$ cat src/rtl/eth_pkg.sv
// Shared Ethernet constants, framer state encoding and a counter-width helper
// for the TX framer and the CRC-32 logic.
package eth_pkg;

    localparam logic [7:0]  ETH_PREAMBLE_BYTE        = 8'h55;
    localparam logic [7:0]  ETH_SFD_BYTE             = 8'hD5;
    localparam logic [31:0] ETH_CRC32_POLY_REFLECTED = 32'hEDB88320;
    localparam logic [31:0] ETH_CRC32_INIT           = 32'hFFFFFFFF;

    typedef enum logic [2:0] {
        IDLE,
        PREAMBLE,
        PAYLOAD,
        PAD,
        FCS,
        GAP
    } framer_state_t;

    // Bits needed to hold 0..max_val, never less than one.
    function automatic int unsigned cnt_width(input int unsigned max_val);
        return (max_val > 0) ? $clog2(max_val + 1) : 1;
    endfunction

endpackage

$ cat src/rtl/eth_crc32_byte.sv
// One-byte step of the reflected IEEE 802.3 CRC-32 (LSB first). Pure
// combinational so the RX FCS checker can reuse it unchanged.
module eth_crc32_byte
    import eth_pkg::*;
(
    input  logic [31:0] crc_in,
    input  logic [7:0]  data,
    output logic [31:0] crc_out
);

    always_comb begin
        crc_out = crc_in ^ {24'h000000, data};
        for (int i = 0; i < 8; i++) begin
            if (crc_out[0]) begin
                crc_out = {1'b0, crc_out[31:1]} ^ ETH_CRC32_POLY_REFLECTED;
            end else begin
                crc_out = {1'b0, crc_out[31:1]};
            end
        end
    end

endmodule

$ cat src/rtl/axis_eth_tx_framer.sv
// Wraps a raw MAC frame stream with preamble/SFD, minimum-length zero padding,
// the FCS and an inter-frame gap, ready to feed the RMII transmitter.
module axis_eth_tx_framer
    import eth_pkg::*;
#(
    parameter int unsigned PREAMBLE_BYTES  = 7,
    parameter int unsigned MIN_FRAME_BYTES = 60,
    parameter int unsigned IFG_CYCLES      = 48
) (
    input  logic       clock,
    input  logic       reset,
    input  logic [7:0] saxis_tdata,
    input  logic       saxis_tvalid,
    output logic       saxis_tready,
    input  logic       saxis_tlast,
    output logic [7:0] maxis_tdata,
    output logic       maxis_tvalid,
    input  logic       maxis_tready,
    output logic       maxis_tlast
);

    localparam int unsigned PRE_W = cnt_width(PREAMBLE_BYTES);
    localparam int unsigned CNT_W = cnt_width(MIN_FRAME_BYTES);
    localparam int unsigned GAP_W = cnt_width(IFG_CYCLES);

    localparam logic [PRE_W-1:0] PRE_LAST = PRE_W'(PREAMBLE_BYTES);
    localparam logic [CNT_W:0]   MIN_CNT  = (CNT_W + 1)'(MIN_FRAME_BYTES);
    localparam logic [GAP_W-1:0] GAP_LAST = GAP_W'((IFG_CYCLES > 0) ? IFG_CYCLES - 1 : 0);

    framer_state_t    state_reg;
    logic [31:0]      crc_reg;
    logic [CNT_W-1:0] byte_cnt_reg;
    logic [PRE_W-1:0] pre_cnt_reg;
    logic [GAP_W-1:0] gap_cnt_reg;
    logic [1:0]       fcs_idx_reg;
    logic [7:0]       tdata_reg;
    logic             tvalid_reg;
    logic             tlast_reg;

    logic [7:0]       crc_data;
    logic [31:0]      crc_next;
    logic [CNT_W:0]   cnt_inc;
    logic [PRE_W-1:0] pre_next;
    logic [1:0]       fcs_idx_next;
    logic [31:0]      fcs_word;
    logic [7:0]       fcs_byte;
    logic             out_hs;

    // Payload is a zero-latency passthrough; every other state drives registers.
    assign maxis_tdata  = (state_reg == PAYLOAD) ? saxis_tdata  : tdata_reg;
    assign maxis_tvalid = (state_reg == PAYLOAD) ? saxis_tvalid : tvalid_reg;
    assign maxis_tlast  = tlast_reg;
    assign saxis_tready = (state_reg == PAYLOAD) ? maxis_tready : 1'b0;

    assign out_hs       = maxis_tvalid && maxis_tready;
    assign crc_data     = (state_reg == PAYLOAD) ? saxis_tdata : 8'h00;
    assign cnt_inc      = {1'b0, byte_cnt_reg} + {{CNT_W{1'b0}}, 1'b1};
    assign pre_next     = pre_cnt_reg + {{(PRE_W - 1){1'b0}}, 1'b1};
    assign fcs_idx_next = fcs_idx_reg + 2'd1;
    assign fcs_word     = ~crc_reg;

    always_comb begin
        fcs_byte = fcs_word[7:0];
        case (fcs_idx_next)
            2'd1:    fcs_byte = fcs_word[15:8];
            2'd2:    fcs_byte = fcs_word[23:16];
            2'd3:    fcs_byte = fcs_word[31:24];
            default: fcs_byte = fcs_word[7:0];
        endcase
    end

    eth_crc32_byte u_crc (
        .crc_in  (crc_reg),
        .data    (crc_data),
        .crc_out (crc_next)
    );

    always_ff @(posedge clock or posedge reset) begin
        if (reset) begin
            state_reg    <= IDLE;
            crc_reg      <= ETH_CRC32_INIT;
            byte_cnt_reg <= '0;
            pre_cnt_reg  <= '0;
            gap_cnt_reg  <= '0;
            fcs_idx_reg  <= 2'd0;
            tdata_reg    <= 8'h00;
            tvalid_reg   <= 1'b0;
            tlast_reg    <= 1'b0;
        end else begin
            case (state_reg)
                IDLE: begin
                    if (saxis_tvalid) begin
                        state_reg    <= PREAMBLE;
                        crc_reg      <= ETH_CRC32_INIT;
                        byte_cnt_reg <= '0;
                        pre_cnt_reg  <= '0;
                        tvalid_reg   <= 1'b1;
                        tdata_reg    <= (PREAMBLE_BYTES == 0) ? ETH_SFD_BYTE : ETH_PREAMBLE_BYTE;
                    end
                end

                PREAMBLE: begin
                    if (out_hs) begin
                        if (pre_cnt_reg == PRE_LAST) begin
                            state_reg   <= PAYLOAD;
                            pre_cnt_reg <= '0;
                            tvalid_reg  <= 1'b0;
                            tdata_reg   <= 8'h00;
                        end else begin
                            pre_cnt_reg <= pre_next;
                            tdata_reg   <= (pre_next == PRE_LAST) ? ETH_SFD_BYTE : ETH_PREAMBLE_BYTE;
                        end
                    end
                end

                PAYLOAD: begin
                    if (out_hs) begin
                        crc_reg <= crc_next;
                        if ({1'b0, byte_cnt_reg} < MIN_CNT) begin
                            byte_cnt_reg <= cnt_inc[CNT_W-1:0];
                        end
                        if (saxis_tlast) begin
                            tvalid_reg <= 1'b1;
                            if (cnt_inc < MIN_CNT) begin
                                state_reg <= PAD;
                                tdata_reg <= 8'h00;
                            end else begin
                                state_reg   <= FCS;
                                fcs_idx_reg <= 2'd0;
                                tdata_reg   <= ~crc_next[7:0];
                            end
                        end
                    end
                end

                PAD: begin
                    if (out_hs) begin
                        crc_reg      <= crc_next;
                        byte_cnt_reg <= cnt_inc[CNT_W-1:0];
                        if (cnt_inc == MIN_CNT) begin
                            state_reg   <= FCS;
                            fcs_idx_reg <= 2'd0;
                            tdata_reg   <= ~crc_next[7:0];
                        end
                    end
                end

                FCS: begin
                    if (out_hs) begin
                        if (fcs_idx_reg == 2'd3) begin
                            state_reg   <= (IFG_CYCLES == 0) ? IDLE : GAP;
                            fcs_idx_reg <= 2'd0;
                            gap_cnt_reg <= '0;
                            tvalid_reg  <= 1'b0;
                            tlast_reg   <= 1'b0;
                            tdata_reg   <= 8'h00;
                        end else begin
                            fcs_idx_reg <= fcs_idx_next;
                            tdata_reg   <= fcs_byte;
                            tlast_reg   <= (fcs_idx_next == 2'd3);
                        end
                    end
                end

                GAP: begin
                    if (gap_cnt_reg == GAP_LAST) begin
                        state_reg   <= IDLE;
                        gap_cnt_reg <= '0;
                    end else begin
                        gap_cnt_reg <= gap_cnt_reg + {{(GAP_W - 1){1'b0}}, 1'b1};
                    end
                end

                default: state_reg <= IDLE;
            endcase
        end
    end

endmodule

$ cat config.mk
export PLATFORM = sky130hd
export DESIGN_NAME = axis_eth_tx_framer
export DESIGN_NICKNAME = d
export VERILOG_FILES = /design/src/rtl/eth_pkg.sv /design/src/rtl/eth_crc32_byte.sv /design/src/rtl/axis_eth_tx_framer.sv
export SDC_FILE = /design/constraint.sdc
export NUM_CORES = 1
export LEC_CHECK = 0
export CORE_UTILIZATION = 60
export DETAILED_ROUTE_END_ITERATION = 6
export PLACE_DENSITY = 0.8
export SLEW_MARGIN = 20
export SYNTH_ARGS = -nofsm -noshare
export SYNTH_HDL_FRONTEND = slang
export SYNTH_SLANG_ARGS = --single-unit
$ cat constraint.sdc
create_clock -name clock -period 3.95 [get_ports clock]
set_input_delay 0.79 -clock clock [delete_from_list [all_inputs] [get_ports clock]]
set_output_delay 0.79 -clock clock [all_outputs]
set_load 0.02 [all_outputs]
# Yosys cells after proc, flatten, opt, wreduce, memory -nomap -nowiden
# Index checks and enable logic that the tools add are counted.
# op_classes
muxes	70
reduce_logical	19
magnitude_cmp	2
bitwise	11
n_eq_ne	26
addsub	4
# ops
operator	count
two-way mux 32 bit	10
NOT 13 -> 14 bit	8
two-way mux 8 bit	13
case mux 32 bit (2 select lines)	1
two-way mux 3 bit	14
two-way mux 6 bit	7
case mux 8 bit (5 select lines)	1
NOT 32 bit	1
bitwise XOR 32 x 8 -> 32 bit	1
case mux 8 bit (3 select lines)	1
!= test 2 bit, second input constant	11
case mux 3 bit (6 select lines)	1
case mux 6 bit (3 select lines)	1
AND reduction 8 bit	2
two-way mux 2 bit	7
== test 3 bit, second input constant	4
case mux 6 bit (2 select lines)	1
two-way mux 1 bit	10
AND reduction 10 bit	1
AND reduction 3 bit	3
NOT 8 bit	1
adder 6 x 1 -> 7 bit, second input constant	1
== test 7 x 6 -> 1 bit, second input constant	1
< comparator 7 x 6 -> 1 bit, second input constant	1
other kinds (23)	30
# totals
in_bits	13
out_inout_bits	11
elab_cells	141
register_bits	62

# Longest topological paths before layout
# logic_depth
word_depth	24
depth_mapped	8
mapped_depth_nobuf	8

# Cells and area by module
# A second synthesis with hierarchy kept.
# unflattened
hier_cells	455
hier_area_um2	4445.5
# modules_own_cells
module	area_per_inst_um2	n_inst	cells_each	seq_area_each_um2
axis_eth_tx_framer	3614.7	1	383	1591.5
eth_crc32_byte	830.8	1	72	0.0

# Least setup slack after synthesis
# No wires, ideal clock.
# synth_path
path_kind	input port to flip-flop
from	input port saxis_tdata[6]
to	register crc_reg[20]
setup_time_ns	0.080
path_slack_ns	1.554
required_time_ns	3.870
arrival_ns	2.316
cell_stages	6
n_path_buf	0
cell_sequence	and4bb_2 > xnor2_2 > xnor2_4 > xnor3_2 > xnor3_1 > o22a_1
# synth_between
elab_chain_cells	14
# synth_rtl
element	line	text
from (decl)	axis_eth_tx_framer.sv:12	input logic [7:0] saxis_tdata,
two-way mux 8 bit *	axis_eth_tx_framer.sv:56	assign crc_data = (state_reg == PAYLOAD) ? saxis_tdata : 8'h00;
bitwise XOR 32 x 8 -> 32 bit *	eth_crc32_byte.sv:12	crc_out = crc_in ^ {24'h000000, data};
NOT 13 -> 14 bit (no line)	-	
two-way mux 32 bit * (7 in a row)	eth_crc32_byte.sv:14	if (crc_out[0]) begin
NOT 13 -> 14 bit (no line)	-	
two-way mux 32 bit *	eth_crc32_byte.sv:14	
two-way mux 32 bit *	axis_eth_tx_framer.sv:117, axis_eth_tx_framer.sv:137	
case mux 32 bit (2 select lines) *	axis_eth_tx_framer.sv:90	case (state_reg)
to (signal assigned)	axis_eth_tx_framer.sv:118	crc_reg <= crc_next;
to (signal assigned)	axis_eth_tx_framer.sv:138	crc_reg <= crc_next;
to (decl)	axis_eth_tx_framer.sv:31	logic [31:0] crc_reg;
# Mark *: on every way between the ends. The rest lies on a longest branch, timed or not. The select of a mux whose other input is x is not followed.
# A chain may end at the register's enable or synchronous reset.

# Worst setup path in the final report
# layout_path
from	input port maxis_tready
to	output port saxis_tready
# layout_between
elab_chain_cells	1
# layout_rtl
element	line	text
from (decl)	axis_eth_tx_framer.sv:18	input logic maxis_tready,
two-way mux 1 bit	axis_eth_tx_framer.sv:53	assign saxis_tready = (state_reg == PAYLOAD) ? maxis_tready : 1'b0;
to (decl)	axis_eth_tx_framer.sv:14	output logic saxis_tready,
# No other way between the ends.

==> metrics.txt <==
outcome completed; syn nets 465; Final Hold Fails 0; area delta synth->final 11.3%; Core Region 0.00687 mm²; largest net degree at the start of global routing 63; most common cell after layout, fill and taps aside xnor2_1; largest vdd supply drop 494 µV; die width approximately 87 µm; DR DRC count 0; setup_tns 0 ns; DR WL/cell ~17 µm; post-DP HPWL 6780 µm; TritonCTS clock tree done; number of synthesized flops with an enable pin 0; Worst-path clk slew 0.07 ns; Setup Fix Bufs, Post-CTS 0; Tot Pwr between 4 and 5 mW; Critical Path RT ~3.2 ns; Final setup viols 0; Remaining Overflow, GRT 0; hold endpoint tdata_reg[3]$_DFFE_PP0P_; vias in the first global route 3289; Die Height 86.9 µm; CP max FO 12; Synth Area per Inst 9.78 µm²; Multi-input gate area 0.00253 mm²; initial antenna violation count 0; share of layout cells above drive strength 1 20.6%; WP data arrival 2.40 ns; worst hold start tdata_reg[3]$_DFFE_PP0P_; Post-Layout Cell Count 563; clock sink total 62; Synth Area in Simple Gates 13.9%; CP cell instances clkdlybuf4s50_1 -> inv_1 -> nor3_1 -> clkdlybuf4s50_1; Tightest Pin Transition 0.771 ns; Final ANT Viol Nets 0; reg2reg start byte_cnt_reg[0]$_DFFE_PP0P_; nets@finish 485; number of port buffers 23; Synth Instances ~440; Placed Instance Area 0.00465 mm²; Skew-Pair Late Insertion Delay 0.34 ns; sequential-to-total area share from yosys stat 36.8%; row count 30; FF-to-FF path depth 7; P_leak 2.08 nW; max-slew violations 0; Worst setup EP type output port; htree depth 3; max reg flops 32; DIE AREA approximately 0.0076 mm²; xor/xnor cell area share of the yosys netlist between 20% and 30%; combinational family with the most area after synthesis XOR/XNOR gates; Vias 3315; io pins 24; CP startpoint kind primary input; most common flop cell mapped by yosys dfstp_2; mux cell area share after synthesis 3.33%; DR pass1 iterations 4; max incr delay on CP 0.69 ns; commonest cells after routing, fill and taps aside 46 x xnor2_1, 43 x nor2_1, 32 x dfstp_2; initial core utilization roughly 63%; Finished Cell Area 0.00481 mm²; Root Buffer clkbuf_8; Compound-Gate Fraction of Synth Area 18.0%; vias per std cell 5.89; crit share post-route about four fifths; Layout Utilization 70.1%; HP Class flop to flop; met2 WL 4630 µm; Clock Path Buffers 2; Cell variety after synth 57; Final GP Congestion ~0.9; Critical Path Slowest Stage Cell clkdlybuf4s50_1; Detailed Route WL 9470 µm; # diodes 0; max_slew headroom 48.6%; FF+latch area approximately 0.0016 mm²; FF-to-FF setup slack roughly 1.5 ns; Met3 Wirelength between 400 and 500 µm; M1 WL 4210 µm; Yosys Warn Count 0; clock buffer count from CTS 9; DR iter-0 viols roughly 200; skew final 0.00432 ns; post-synthesis adder-cell area fraction roughly 2.9%; hold path depth 1; max_cap viols 0; fill count 524; cts repair resizes 0; Cell Area, Synth around 0.0043 mm²; most frequent CP cell clkdlybuf4s50_1; Peak Freq 314 MHz; #FFs+latches synth between 60 and 70; # placed instances about 550; Max Used Layer met4; hold_buf cts 0; unrepaired setup endpoints after global routing false; crit path time final 3.19 ns; GRT Total Usage 27.6%; Setup CP Type primary input to output port; Reg-to-Reg End tdata_reg[6]$_DFFE_PP0P_; Pwr Density 974 mW/mm²; first-pass GRT wire length 15900 µm; FFs w/ async S/R, synth 100%
==> synthesized netlist by cell type, drive strengths merged, types with 8 or more instances <==
cell type  number  area share (%)
xnor2          58              15
nor2           43             3.7
dfstp          32              19
inv            31             2.7
dfrtp          30              17
a21oi          29             3.4
nand2          28             2.4
o21ai          22             2.5
o22a           18             3.6
clkbuf         15             1.3
xor2           12             2.6
mux2           11             2.9
ha             10             2.9
a222oi          8             1.9
buf             8            0.90
nand3           8            0.93
==> stage by stage <==
stage	setup slack, ns	hold slack, ns
floorplan	1.55	0.450
global placement	0.803	0.466
detailed placement	0.761	0.474
CTS	0.774	0.494
global route	0.672	0.515
finish	0.762	0.493
==> power by group <==
part	switching (mW)	internal (mW)	total [mW]
Sequential	0.197	0.909	1.11
Clock	0.247	0.223	0.470
Combinational	1.61	1.50	3.11
Total	2.05	2.64	4.69
==> layout make-up <==
class | count | share of cell area (%)
clock buffers | 11 | 2.73
clock inverters | 5 | 0.572
inverters | 31 | 2.42
multi-input cells | 326 | 52.5
flip-flops and latches | 62 | 33.1
well taps | 96 | 2.49
repair buffers | 32 | 6.19
==> critical path: cells and delay by family <==
family | cells | cell delay [ns]
buf+inv | 3 | 1.42
simple gates | 1 | 0.19
==> per-layer routing <==
| layer | global-route usage (%) | up-vias |
|---|---|---|
| met5 | 0 | - |
| met4 | 9.85 | 0 |
| met3 | 4.83 | 12 |
| met2 | 45.8 | 115 |
| met1 | 36.3 | 1595 |
| li1 | - | 1593 |
==> cell families after synthesis <==
family | after synthesis
muxes | 13
adders and majority gates | 10
buffers and inverters | 54
AOI/OAI and AO/OA | 110
and+or+nand+nor | 118
xor gates and xnor gates | 75
DFF | 62
==> worst max-delay path by stage <==
stage	start	endpoint	slack (ns)	cells past startpoint
final	maxis_tready	saxis_tready	0.76	4
after global routing	maxis_tready	saxis_tready	0.67	4
after CTS	maxis_tready	saxis_tready	0.77	4
after detailed placement	maxis_tready	tdata_reg[6]$_DFFE_PP0P_	0.76	7
after global placement	maxis_tready	saxis_tready	0.80	4
after floorplan	saxis_tdata[6]	crc_reg[20]$_DFFE_PP1P_	1.55	6
No activity file was read; power rests on OpenSTA's default activity.
